--- config.mk ---
export PLATFORM = sky130hd
export DESIGN_NAME = mult_booth_sched
export DESIGN_NICKNAME = d
export VERILOG_FILES = /design/src/rtl/mult_booth_sched_pkg.sv /design/src/rtl/mult_booth_sched_rr_arbiter.sv /design/src/rtl/mult_booth_sched.sv
export SDC_FILE = /design/constraint.sdc
export NUM_CORES = 1
export LEC_CHECK = 0
export BUFFER_PORTS_ARGS = -buffer_cell sky130_fd_sc_hd__buf_2
export CORE_MARGIN = 3
export CORE_UTILIZATION = 40
export DETAILED_ROUTE_END_ITERATION = 6
export GPL_TIMING_DRIVEN = 0
export HOLD_SLACK_MARGIN = 0.12
export PLACE_DENSITY = 0.85
export SETUP_SLACK_MARGIN = 0.05
export SLEW_MARGIN = 0
export SYNTH_ARGS = -nofsm -noshare
export SYNTH_HDL_FRONTEND = slang
export SYNTH_SLANG_ARGS = --single-unit
--- constraint.sdc ---
create_clock -name clk -period 3.1 [get_ports clk]
set_input_delay 0.465 -clock clk [delete_from_list [all_inputs] [get_ports clk]]
set_output_delay 0.465 -clock clk [all_outputs]
set_load 0.03 [all_outputs]
--- src/rtl/mult_booth_sched_pkg.sv ---
// Shared widths and FSM state type for the Booth multiplier scheduler.
package mult_booth_sched_pkg;

  localparam int unsigned OP_W   = 8;
  localparam int unsigned PROD_W = 16;

  typedef enum logic [1:0] {
    IDLE,
    ISSUE,
    WAIT,
    RESP
  } state_e;

endpackage

--- src/rtl/mult_booth_sched_rr_arbiter.sv ---
// Combinational round-robin arbiter: first set request at or after ptr, with wrap.
module rr_arbiter #(
  parameter int unsigned N    = 4,
  parameter int unsigned ID_W = $clog2(N)
) (
  input  logic [N-1:0]    req,
  input  logic [ID_W-1:0] ptr,
  output logic [N-1:0]    grant_onehot,
  output logic [ID_W-1:0] grant_idx,
  output logic            any_req
);

  int unsigned idx;
  logic        found;

  // Scan upward from ptr and keep the first requester found.
  always_comb begin
    grant_onehot = '0;
    grant_idx    = '0;
    found        = 1'b0;
    idx          = 0;
    for (int unsigned k = 0; k < N; k++) begin
      idx = (32'(ptr) + k) % N;
      if (!found && req[ID_W'(idx)]) begin
        found        = 1'b1;
        grant_idx    = ID_W'(idx);
        grant_onehot = N'(1) << idx;
      end
    end
    any_req = found;
  end

endmodule

--- src/rtl/mult_booth_sched.sv ---
// Round-robin scheduler sharing one external sequential Booth multiplier.
module mult_booth_sched
  import mult_booth_sched_pkg::*;
#(
  parameter int unsigned N    = 4,
  parameter int unsigned ID_W = $clog2(N)
) (
  input  logic                clk,
  input  logic                rst_n,
  input  logic [N-1:0]        req_valid,
  input  logic [OP_W*N-1:0]   req_a,
  input  logic [OP_W*N-1:0]   req_b,
  output logic [N-1:0]        req_ready,
  output logic                rsp_valid,
  output logic [ID_W-1:0]     rsp_id,
  output logic [PROD_W-1:0]   rsp_product,
  input  logic                rsp_ready,
  output logic                mult_start,
  output logic [OP_W-1:0]     mult_a,
  output logic [OP_W-1:0]     mult_b,
  input  logic [PROD_W-1:0]   mult_product,
  input  logic                mult_ready,
  output logic                busy
);

  state_e              state_q, state_d;
  logic [ID_W-1:0]     ptr_q, ptr_d;
  logic [OP_W-1:0]     a_q, a_d;
  logic [OP_W-1:0]     b_q, b_d;
  logic [ID_W-1:0]     id_q, id_d;
  logic [PROD_W-1:0]   prod_q, prod_d;
  logic                first_wait_q, first_wait_d;

  logic [N-1:0]        gnt_oh;
  logic [ID_W-1:0]     gnt_idx;
  logic                any_req;

  rr_arbiter #(
    .N    (N),
    .ID_W (ID_W)
  ) u_arb (
    .req          (req_valid),
    .ptr          (ptr_q),
    .grant_onehot (gnt_oh),
    .grant_idx    (gnt_idx),
    .any_req      (any_req)
  );

  // State and datapath registers.
  always_ff @(posedge clk or negedge rst_n) begin
    if (!rst_n) begin
      state_q      <= IDLE;
      ptr_q        <= '0;
      a_q          <= '0;
      b_q          <= '0;
      id_q         <= '0;
      prod_q       <= '0;
      first_wait_q <= 1'b0;
    end else begin
      state_q      <= state_d;
      ptr_q        <= ptr_d;
      a_q          <= a_d;
      b_q          <= b_d;
      id_q         <= id_d;
      prod_q       <= prod_d;
      first_wait_q <= first_wait_d;
    end
  end

  // Next-state logic, grant strobe and start pulse.
  always_comb begin
    state_d    = state_q;
    ptr_d      = ptr_q;
    a_d        = a_q;
    b_d        = b_q;
    id_d       = id_q;
    prod_d     = prod_q;
    req_ready  = '0;
    mult_start = 1'b0;
    // The multiplier's done flag is stale in the cycle right after start.
    first_wait_d = (state_q == ISSUE);
    unique case (state_q)
      IDLE: begin
        if (any_req) begin
          req_ready = gnt_oh;
          a_d       = req_a[gnt_idx*OP_W +: OP_W];
          b_d       = req_b[gnt_idx*OP_W +: OP_W];
          id_d      = gnt_idx;
          ptr_d     = (gnt_idx == ID_W'(N - 1)) ? '0 : gnt_idx + 1'b1;
          state_d   = ISSUE;
        end
      end
      ISSUE: begin
        mult_start = 1'b1;
        state_d    = WAIT;
      end
      WAIT: begin
        if (!first_wait_q && mult_ready) begin
          prod_d  = mult_product;
          state_d = RESP;
        end
      end
      RESP: begin
        if (rsp_ready) state_d = IDLE;
      end
      default: state_d = IDLE;
    endcase
  end

  assign rsp_valid   = (state_q == RESP);
  assign rsp_id      = id_q;
  assign rsp_product = prod_q;
  assign mult_a      = a_q;
  assign mult_b      = b_q;
  assign busy        = (state_q != IDLE);

endmodule
# Yosys cells after proc, flatten, opt, wreduce, memory -nomap -nowiden
# Index checks and enable logic that the tools add are counted.
[word_totals]
ff_bits = 39
latch_bits = 0
ram_bits = 0
mem_bits_ro = 0
output_inout_bits = 41
wordCells = 69
mem_count = 0
[op_classes]
addsub = 4
mul = 0
div_mod_pow = 0
n_lt_le_gt_ge = 4
n_eq_ne = 7
shift = 6
n_mux = 28
bitwise = 0
reduce_logical = 13
[ops]
columns = ["operator", "n"]
rows = [
  ["$shiftx A32 B6 Y8", 2],
  ["$mux W4", 6],
  ["$mux W2", 8],
  ["$shl A1 B2 Y4 const A", 4],
  ["$lt A2 B3 Y1 const B", 4],
  ["$mux W1", 9],
  ["$bmux W1 S2", 4],
  ["$pmux W2 S4", 1],
  ["$eq A2 B2 Y1 const B", 3],
  ["$add A2 B1 Y2 const B", 2],
  ["$add A2 B2 Y2 const B", 2],
  ["$logic_and A1 B1 Y1", 4],
  ["$logic_not A1 Y1", 4],
  ["$ne A2 B2 Y1 const B", 2],
  ["$reduce_and A2 Y1", 2],
  ["$reduce_and A3 Y1", 1],
  ["$eq A2 B1 Y1 const B", 1],
  ["$logic_not A2 Y1", 1],
  ["$ne A2 B1 Y1 const B", 1],
  ["$reduce_bool A2 Y1", 1],
]

# Logic depth before layout (Yosys ltp)
# Gate-level depths: netlist of the first run.
[depth]
depth_word = 14
depth_mapped = 12
ltp_nobuf = 8

# Hierarchy
# A second synthesis of the first run with hierarchy kept.
[hier_totals]
hier_cells = 244
hier_area_um2 = 2671.3
[modules_own_cells]
columns = ["module", "instances", "cells_each", "area_per_inst_um2"]
rows = [
  ["mult_booth_sched", 1, 158, 2025.7],
  ["rr_arbiter", 1, 86, 645.6],
]

# Worst setup path after synthesis of the first run
# No wires, ideal clock.
[synth_path]
kind = "register to output"
from = "register ptr_q[0]"
to = "output req_ready[0]"
t_arrival_ps = 2453
required_time_ps = 2635
setup_slack_ps = 182
stages_incl_launch_ff = 11
n_path_buf = 2
cell_sequence = "dfrtp_1 > buf_6 > buf_2 > inv_1 > ha_1 > mux4_2 > nor2b_4 > a22oi_1 > nor2_1 > a221oi_1 > nor2_1"
[synth_between]
elab_chain_len = 14
word_cells_on_any_way = 31
[synth_lines]
columns = ["item", "line", "source"]
rows = [
  ["from (decl)", "mult_booth_sched.sv:27", "logic [ID_W-1:0] ptr_q, ptr_d;"],
  ["from (signal assigned)", "mult_booth_sched.sv:61", "ptr_q <= ptr_d;"],
  ["parallel branches: the longest is 12 deep, another holds $add A2 B1 Y2", "n/a", ""],
  ["$mux W4 *", "mult_booth_sched.sv:84", "if (any_req) begin"],
  ["$mux W4 *", "mult_booth_sched.sv:82", "unique case (state_q)"],
  ["to (decl)", "mult_booth_sched.sv:13", "output logic [N-1:0] req_ready,"],
]
# Every way passes the cells marked *. The select of a mux whose other input is x is not followed.

# Worst setup path in the final report of the first run
# Same ends and word-level chain as after synthesis.

==> impl_metrics.csv, run 1 <==
group,metric,value,unit
status,run_status,"complete, no violations",
yosys,yosysUniqueCellTypes,33,
worst_setup_path,worst_setup_path_end_kind,"output port",
global_routing,grt_first_pass_wirelength,10900,um
min_path,type_of_the_worst_min_delay_path,"in2async",
cells_and_area,finish.cell_count_without_fillers,450,
sta,totalNegativeSetupSlack,0,ns
cts,cts_hold_repair.buffers,0,
yosys,synth.ff_latch_count,39,
floorplan,core-area,0.00603,sq mm
power,power.density,1230,mW/mm^2
sta,skew,0.0130,ns
cts,cts-htree-levels,2,
global_routing,grt_antenna_before_repair,0,
worst_setup_path,timing.reg2reg.worst_path_depth,11,
sta,period_share,93.0,%
cts,insertion_delay,0.30,ns
cts,numCtsBuffers,5,
placement,placement.io_buffers,126,
sta,post-route-worst-setup-slack,0.216,ns
yosys,cell_types_occupying_the_most_area_after_synthesis,"dfrtp_1 39%, mux2_4 9.5%, mux2_2 7.6%",
cells_and_area,drive_above_1_share,53.3,%
yosys,mapped_cell_area,0.00252,sq mm
drt,post_drt_wl_per_cell,15.6,um
worst_setup_path,worst-setup-path-type,"reg2out",
drt,postRouteAntennaNets,0,
worst_setup_path,reg2reg_to,"mult_b[4]$_DFFE_PN0P_",
cells_and_area,finish.utilization,57.8,%
yosys,yosys_warnings,0,
sta,number_of_pins_exceeding_their_max_slew_limit_in_the_final_report,0,
sta,report.final.hold_viol_count,0,
worst_setup_path,crit_path_start,"ptr_q[0]$_DFFE_PN0P_",
floorplan,floorplan.die_area,0.00730,sq mm
cts,clock_path_buffers,2,
floorplan,initial_utilization,41.9,%
yosys,synth_async_sr_flop_share,100,%
floorplan,number_of_i_o_pins,129,
yosys,synthesized_net_count,331,
power,cellLeakagePower,0.00175,uW
cts,tritoncts,"yes",
yosys,syn_area_per_cell,10.9,sq um
sta,report.final.setup_viol,0,
drt,drc,0,
worst_setup_path,worst_r2r_startpoint,"ptr_q[0]$_DFFE_PN0P_",
cts,clock-sinks,39,
cts,root_buffer,"clkbuf_8",
cells_and_area,syn2layout_area_growth,38.1,%
drt,drt_iter0_markers,106,
yosys,synth_largest_area_cell,"dfrtp_1",
placement,place_inst,432,
sta,worst_slew_margin_rel,42.3,%
yosys,synth-edff-count,0,
yosys,synth_commonest_cells,"39 x dfrtp_1, 18 x a21oi_1, 17 x a221o_1, 17 x mux2_2, 17 x nand3_1",
placement,dpl_worst_slack,-0.141,ns
yosys,postSynthCellCount,231,
placement,place_hpwl,5260,um
yosys,postSynth.topFlopCell,"dfrtp_1",
global_routing,grt_usage,18.5,%
worst_setup_path,arrival,2.42,ns
yosys,sequential_area_share_after_synthesis,38.7,%
sta,tightestPinTransition,0.866,ns
power,peak_supply_drop,0.759,mV
cts,cts.clk_slew.worst_paths,0.09,ns
floorplan,fp-row-count,28,
floorplan,dieWidth,85.4,um
sta,grt_setup_unrepaired,"false",
cells_and_area,fill_cells,541,
sta,maxClockFrequency,347,MHz
job,max-cap-violations,0,
global_routing,first_global_vias,2344,
yosys,yosysMostFrequentCell,"dfrtp_1",
cells_and_area,antenna-diode-count,0,
worst_setup_path,worst-path-max-fanout,8,
yosys,synth_largest_type_area_fraction,38.7,%
worst_setup_path,r2r_setup_slack,0.22,ns
global_routing,grt-ovfl-total,0,
worst_setup_path,crit_path_start_kind,"register",
global_routing,grt_start_max_net_pins,40,
drt,via_per_inst,5.40,
drt,drtPass1Iterations,4,
drt,route.vias.total,2429,
placement,routabilityCongestion,0.848,
sta,post-route-min-period,2.88,ns
drt,route.final.wire_length,7030,um
worst_setup_path,critical_path.endpoint,"req_ready[0]",
worst_setup_path,worst-endpoint-required,2.63,ns
cells_and_area,finalNetCount,474,
floorplan,die_h,85.4,um
cell families after synthesis:
kind of cell	synth area share [%]
simple gates	8.97
flops	38.7
buf+inv	5.45
mux	20.6
compound gates	20.4
fa+ha+maj	5.95
critical path: stages, from the launching register on:
cell,delay [ns]
dfrtp_1,0.37
buf_6,0.12
buf_8,0.12
inv_4,0.05
ha_4,0.29
mux4_2,0.41
a22oi_1,0.22
nor2_1,0.07
a221oi_1,0.21
nor2_1,0.08
buf_4,0.18
registers in the layout, summed over array words and instances, names as in the netlist:
| register | cells |
|---|---|
| rsp_product | 16 |
| mult_a | 8 |
| mult_b | 8 |
| ptr_q | 2 |
| rsp_id | 2 |
| state_q | 2 |
| first_wait_q | 1 |
final cells by class:
class / count / area (sq um) / share of cell area (%)
repair buffers: 136 / 713 / 20.5
well taps: 75 / 93.8 / 2.69
inverters: 7 / 28.8 / 0.826
clock buffers: 5 / 68.8 / 1.97
plain buffers: 18 / 121 / 3.48
multi-input cells: 167 / 1440 / 41.3
clock inverters: 3 / 43.8 / 1.26
flip-flops and latches: 39 / 977 / 28.0
cells in the final DEF (no fill, tap or decap), types with 2 or more instances in the layout:
cell        n
buf_6       5
mux2i_1     2
mux2_2     17
a221oi_1    3
mux4_2      3
nand3_1    17
clkbuf_8    5
mux2_4     16
buf_4      13
a221o_1    17
inv_1       6
ha_1       11
o21a_1      2
clkbuf_1    7
o21ai_4     2
a22oi_1     3
a21oi_1    18
buf_2     127
nand2b_1    3
nand3b_1    2
o21ai_0    13
nand2_1     5
o21ai_1     7
dfrtp_1    38
nor2_1     13
how the worst min path moves through the flow:
stage	startpoint	end	slack (ns)	cells past startpoint
after floorplan	rst_n	first_wait_q$_DFF_PN0_	0.17	0
after global placement	rsp_id[1]$_DFFE_PN0P_	rsp_id[1]$_DFFE_PN0P_	0.46	2
after detailed placement	rsp_id[1]$_DFFE_PN0P_	rsp_id[1]$_DFFE_PN0P_	0.49	2
after CTS	rst_n	mult_a[1]$_DFFE_PN0P_	0.31	1
after global routing	rst_n	mult_a[1]$_DFFE_PN0P_	0.35	1
final	rst_n	mult_a[1]$_DFFE_PN0P_	0.28	1
per-layer routing:
| layer | share of wire [%] | routed length (um) | track usage, % |
|---|---|---|---|
| met5 | 0 | 0 | 0 |
| met3 | 8.1 | 573 | 3.59 |
| met4 | 0.95 | 67 | 5.18 |
| met2 | 50 | 3530 | 33.1 |
| met1 | 41 | 2860 | 22.5 |
report_power, final:
| part | switching (uW) | leakage (uW) | internal [uW] |
|---|---|---|---|
| logic | 1680 | 0.00122 | 1250 |
| clock network | 190 | 0.0000581 | 240 |
| registers | 139 | 0.000473 | 773 |
| total | 2010 | 0.00175 | 2270 |
metrics by stage:
stage / hold slack [ns] / power (uW) / area (sq um)
detailed placement: 0.491 / 3680 / 3250
global placement: 0.458 / 3600 / 3250
global route: 0.353 / 4560 / 3480
finish: 0.275 / 4280 / 3480
CTS: 0.309 / 4180 / 3400
floorplan: 0.169 / 3000 / 2520
repair_timing:
action	4_1_cts	5_1_grt
pin swaps	0	4
resized for setup	4	13
endpoints found under the setup margin	21	21
buffers inserted	3	7
No activity file was read; power rests on OpenSTA's default activity.
==> inputs of run 2 (changes only) <==
- CORE_ASPECT_RATIO: default -> 0.75
- CORE_UTILIZATION: 40 -> 41
- PLACE_DENSITY: 0.85 -> 0.86
==> run 2 against run 1 <==
  * Register-to-register slack is essentially flat
  * Combinational power barely moved
  * Wire length rose by 6.1%
  * First-iteration DRC count increased by 2.8%
  * Largest cell class unchanged
  * Largest power group unchanged
  * Highest routed layer unchanged
==> impl_metrics.csv, run 2 (synthesis results as in run 1) <==
group,metric,value,unit
status,run_status,"complete, no violations",
placement,placement.io_buffers,126,
placement,dpl_worst_slack,-0.150,ns
sta,report.final.hold_viol_count,0,
floorplan,core-area,0.00589,sq mm
drt,drc,0,
global_routing,grt_usage,19.8,%
drt,post_drt_wl_per_cell,16.5,um
cts,numCtsBuffers,5,
drt,routed-wl-met3,712,um
sta,tightestPinTransition,0.880,ns
cells_and_area,drive_above_1_share,53.1,%
placement,place_hpwl,5710,um
drt,drtPass1Iterations,4,
drt,via_per_inst,5.41,
drt,drt_iter0_markers,109,
cts,root_buffer,"clkbuf_8",
placement,routabilityCongestion,0.755,
cells_and_area,most-common-layout-cells,"126 x buf_2, 38 x dfrtp_1, 18 x a21oi_1",
cts,cts.clk_slew.worst_paths,0.09,ns
sta,skew,0.00643,ns
floorplan,number_of_i_o_pins,129,
cells_and_area,antenna-diode-count,0,
global_routing,grt-ovfl-total,0,
cells_and_area,syn2layout_area_growth,37.8,%
sta,report.final.setup_viol,0,
worst_setup_path,worst-endpoint-required,2.63,ns
sta,grt_setup_unrepaired,"false",
worst_setup_path,crit_path_start_kind,"register",
floorplan,die_h,73.9,um
floorplan,dieWidth,96.6,um
worst_setup_path,arrival,2.48,ns
sta,timing.hold.ws,0.289,ns
drt,post_route_met1_wirelength,3040,um
power,cellLeakagePower,0.00173,uW
sta,post-route-min-period,2.94,ns
floorplan,initial_utilization,42.9,%
drt,dr.max_layer_used,"met4",
cells_and_area,largest_register_ff_count,16,
drt,route.final.wire_length,7460,um
cts,cts_hold_repair.buffers,0,
cells_and_area,final_common_cell,"buf_2",
sta,number_of_pins_exceeding_their_max_slew_limit_in_the_final_report,0,
sta,post-route-worst-setup-slack,0.159,ns
global_routing,grt_antenna_before_repair,0,
cts,tritoncts,"yes",
cts,clock-sinks,39,
power,peak_supply_drop,0.659,mV
worst_setup_path,worst-setup-path-type,"reg2out",
placement,place_inst,435,
drt,route.vias.total,2439,
sta,maxClockFrequency,340,MHz
cts,insertion_delay,0.29,ns
cells_and_area,finalNetCount,472,
floorplan,fp-row-count,24,
worst_setup_path,worst-path-max-fanout,6,
cts,clock_path_buffers,2,
worst_setup_path,worst_setup_path_end_kind,"output port",
global_routing,grt_start_max_net_pins,40,
floorplan,floorplan.die_area,0.00714,sq mm
sta,totalNegativeSetupSlack,0,ns
drt,postRouteAntennaNets,0,
power,power.density,1230,mW/mm^2
job,max-cap-violations,0,
cells_and_area,finish.cell_count_without_fillers,451,
global_routing,first_global_vias,2392,
cts,cts-htree-levels,2,
sta,worst_slew_margin_rel,41.4,%
sta,period_share,94.9,%
drt,met2RoutedLength,3680,um
min_path,type_of_the_worst_min_delay_path,"in2async",
global_routing,grt_first_pass_wirelength,11100,um
run 2: cell types whose count changed in the layout (fill, tap and decap cells not counted), sizes merged:
cell	before	now
clkinvlp	0	1
inv	7	8
clkinv	2	0
clkbuf	12	13
buf	147	144
run 2: worst paths after layout:
kind	end	startpoint	slack [ns]	depth (start not counted)
setup / recovery	req_ready[1]	ptr_q[0]$_DFFE_PN0P_	0.16	11
hold / removal	rsp_product[9]$_DFFE_PN0P_	rst_n	0.29	1
setup reg to reg	mult_b[3]$_DFFE_PN0P_	ptr_q[0]$_DFFE_PN0P_	0.23	12
hold reg to reg	rsp_id[1]$_DFFE_PN0P_	rsp_id[1]$_DFFE_PN0P_	0.49	2
max in group asynchronous	ptr_q[1]$_DFFE_PN0P_	rst_n	2.20	1
min in group clk	rsp_product[8]$_DFFE_PN0P_	mult_product[8]	0.40	2
run 2: stage by stage:
stage	utilization, %	total power, uW	area (sq um)
detailed placement	55.3	3690	3250
floorplan	-	3000	2520
global route	59.1	4580	3480
global placement	55.3	3600	3250
CTS	58.1	4230	3420
finish	59.1	4290	3480
run 2: critical path: stages, from the launching register on:
cell and delay, ns:
dfrtp_1 0.41, buf_6 0.13, buf_8 0.12, inv_2 0.09, ha_4 0.22, mux4_2 0.40, nor2b_4 0.22, a22oi_1 0.09
nor2_1 0.14, a221oi_2 0.05, nor2_1 0.14, buf_4 0.19
run 2: what timing repair did:
| item | in CTS | in global routing |
|---|---|---|
| gates cloned | 0 | 0 |
| setup endpoints to repair | 21 | 21 |
| pin swaps | 1 | 3 |
| buffers inserted | 3 | 5 |
| gates resized for setup | 8 | 6 |
run 2: area by class of cell:
| cell class | instances | area, sq um |
|---|---|---|
| sequential | 39 | 977 |
| multi-input combinational | 167 | 1440 |
| fill | 545 | 2410 |
| inverter | 7 | 26.3 |
| clock inverter | 3 | 46.3 |
| tap | 78 | 97.6 |
| timing repair buffer | 134 | 701 |
| buffer | 18 | 121 |
| clock buffer | 5 | 68.8 |
run 2: layer usage:
metal,GRT usage [%],up-vias
li1,-,1155
met1,23.7,1175
met2,36.0,107
met3,6.47,2
met4,2.64,0
met5,0,-
run 2: power breakdown:
part / leakage (uW) / total [uW] / switching, uW / internal [uW]
Combinational: 0.00121 / 2940 / 1690 / 1250
Sequential: 0.000473 / 920 / 147 / 773
Clock: 0.0000548 / 434 / 191 / 243
Total: 0.00173 / 4290 / 2030 / 2260
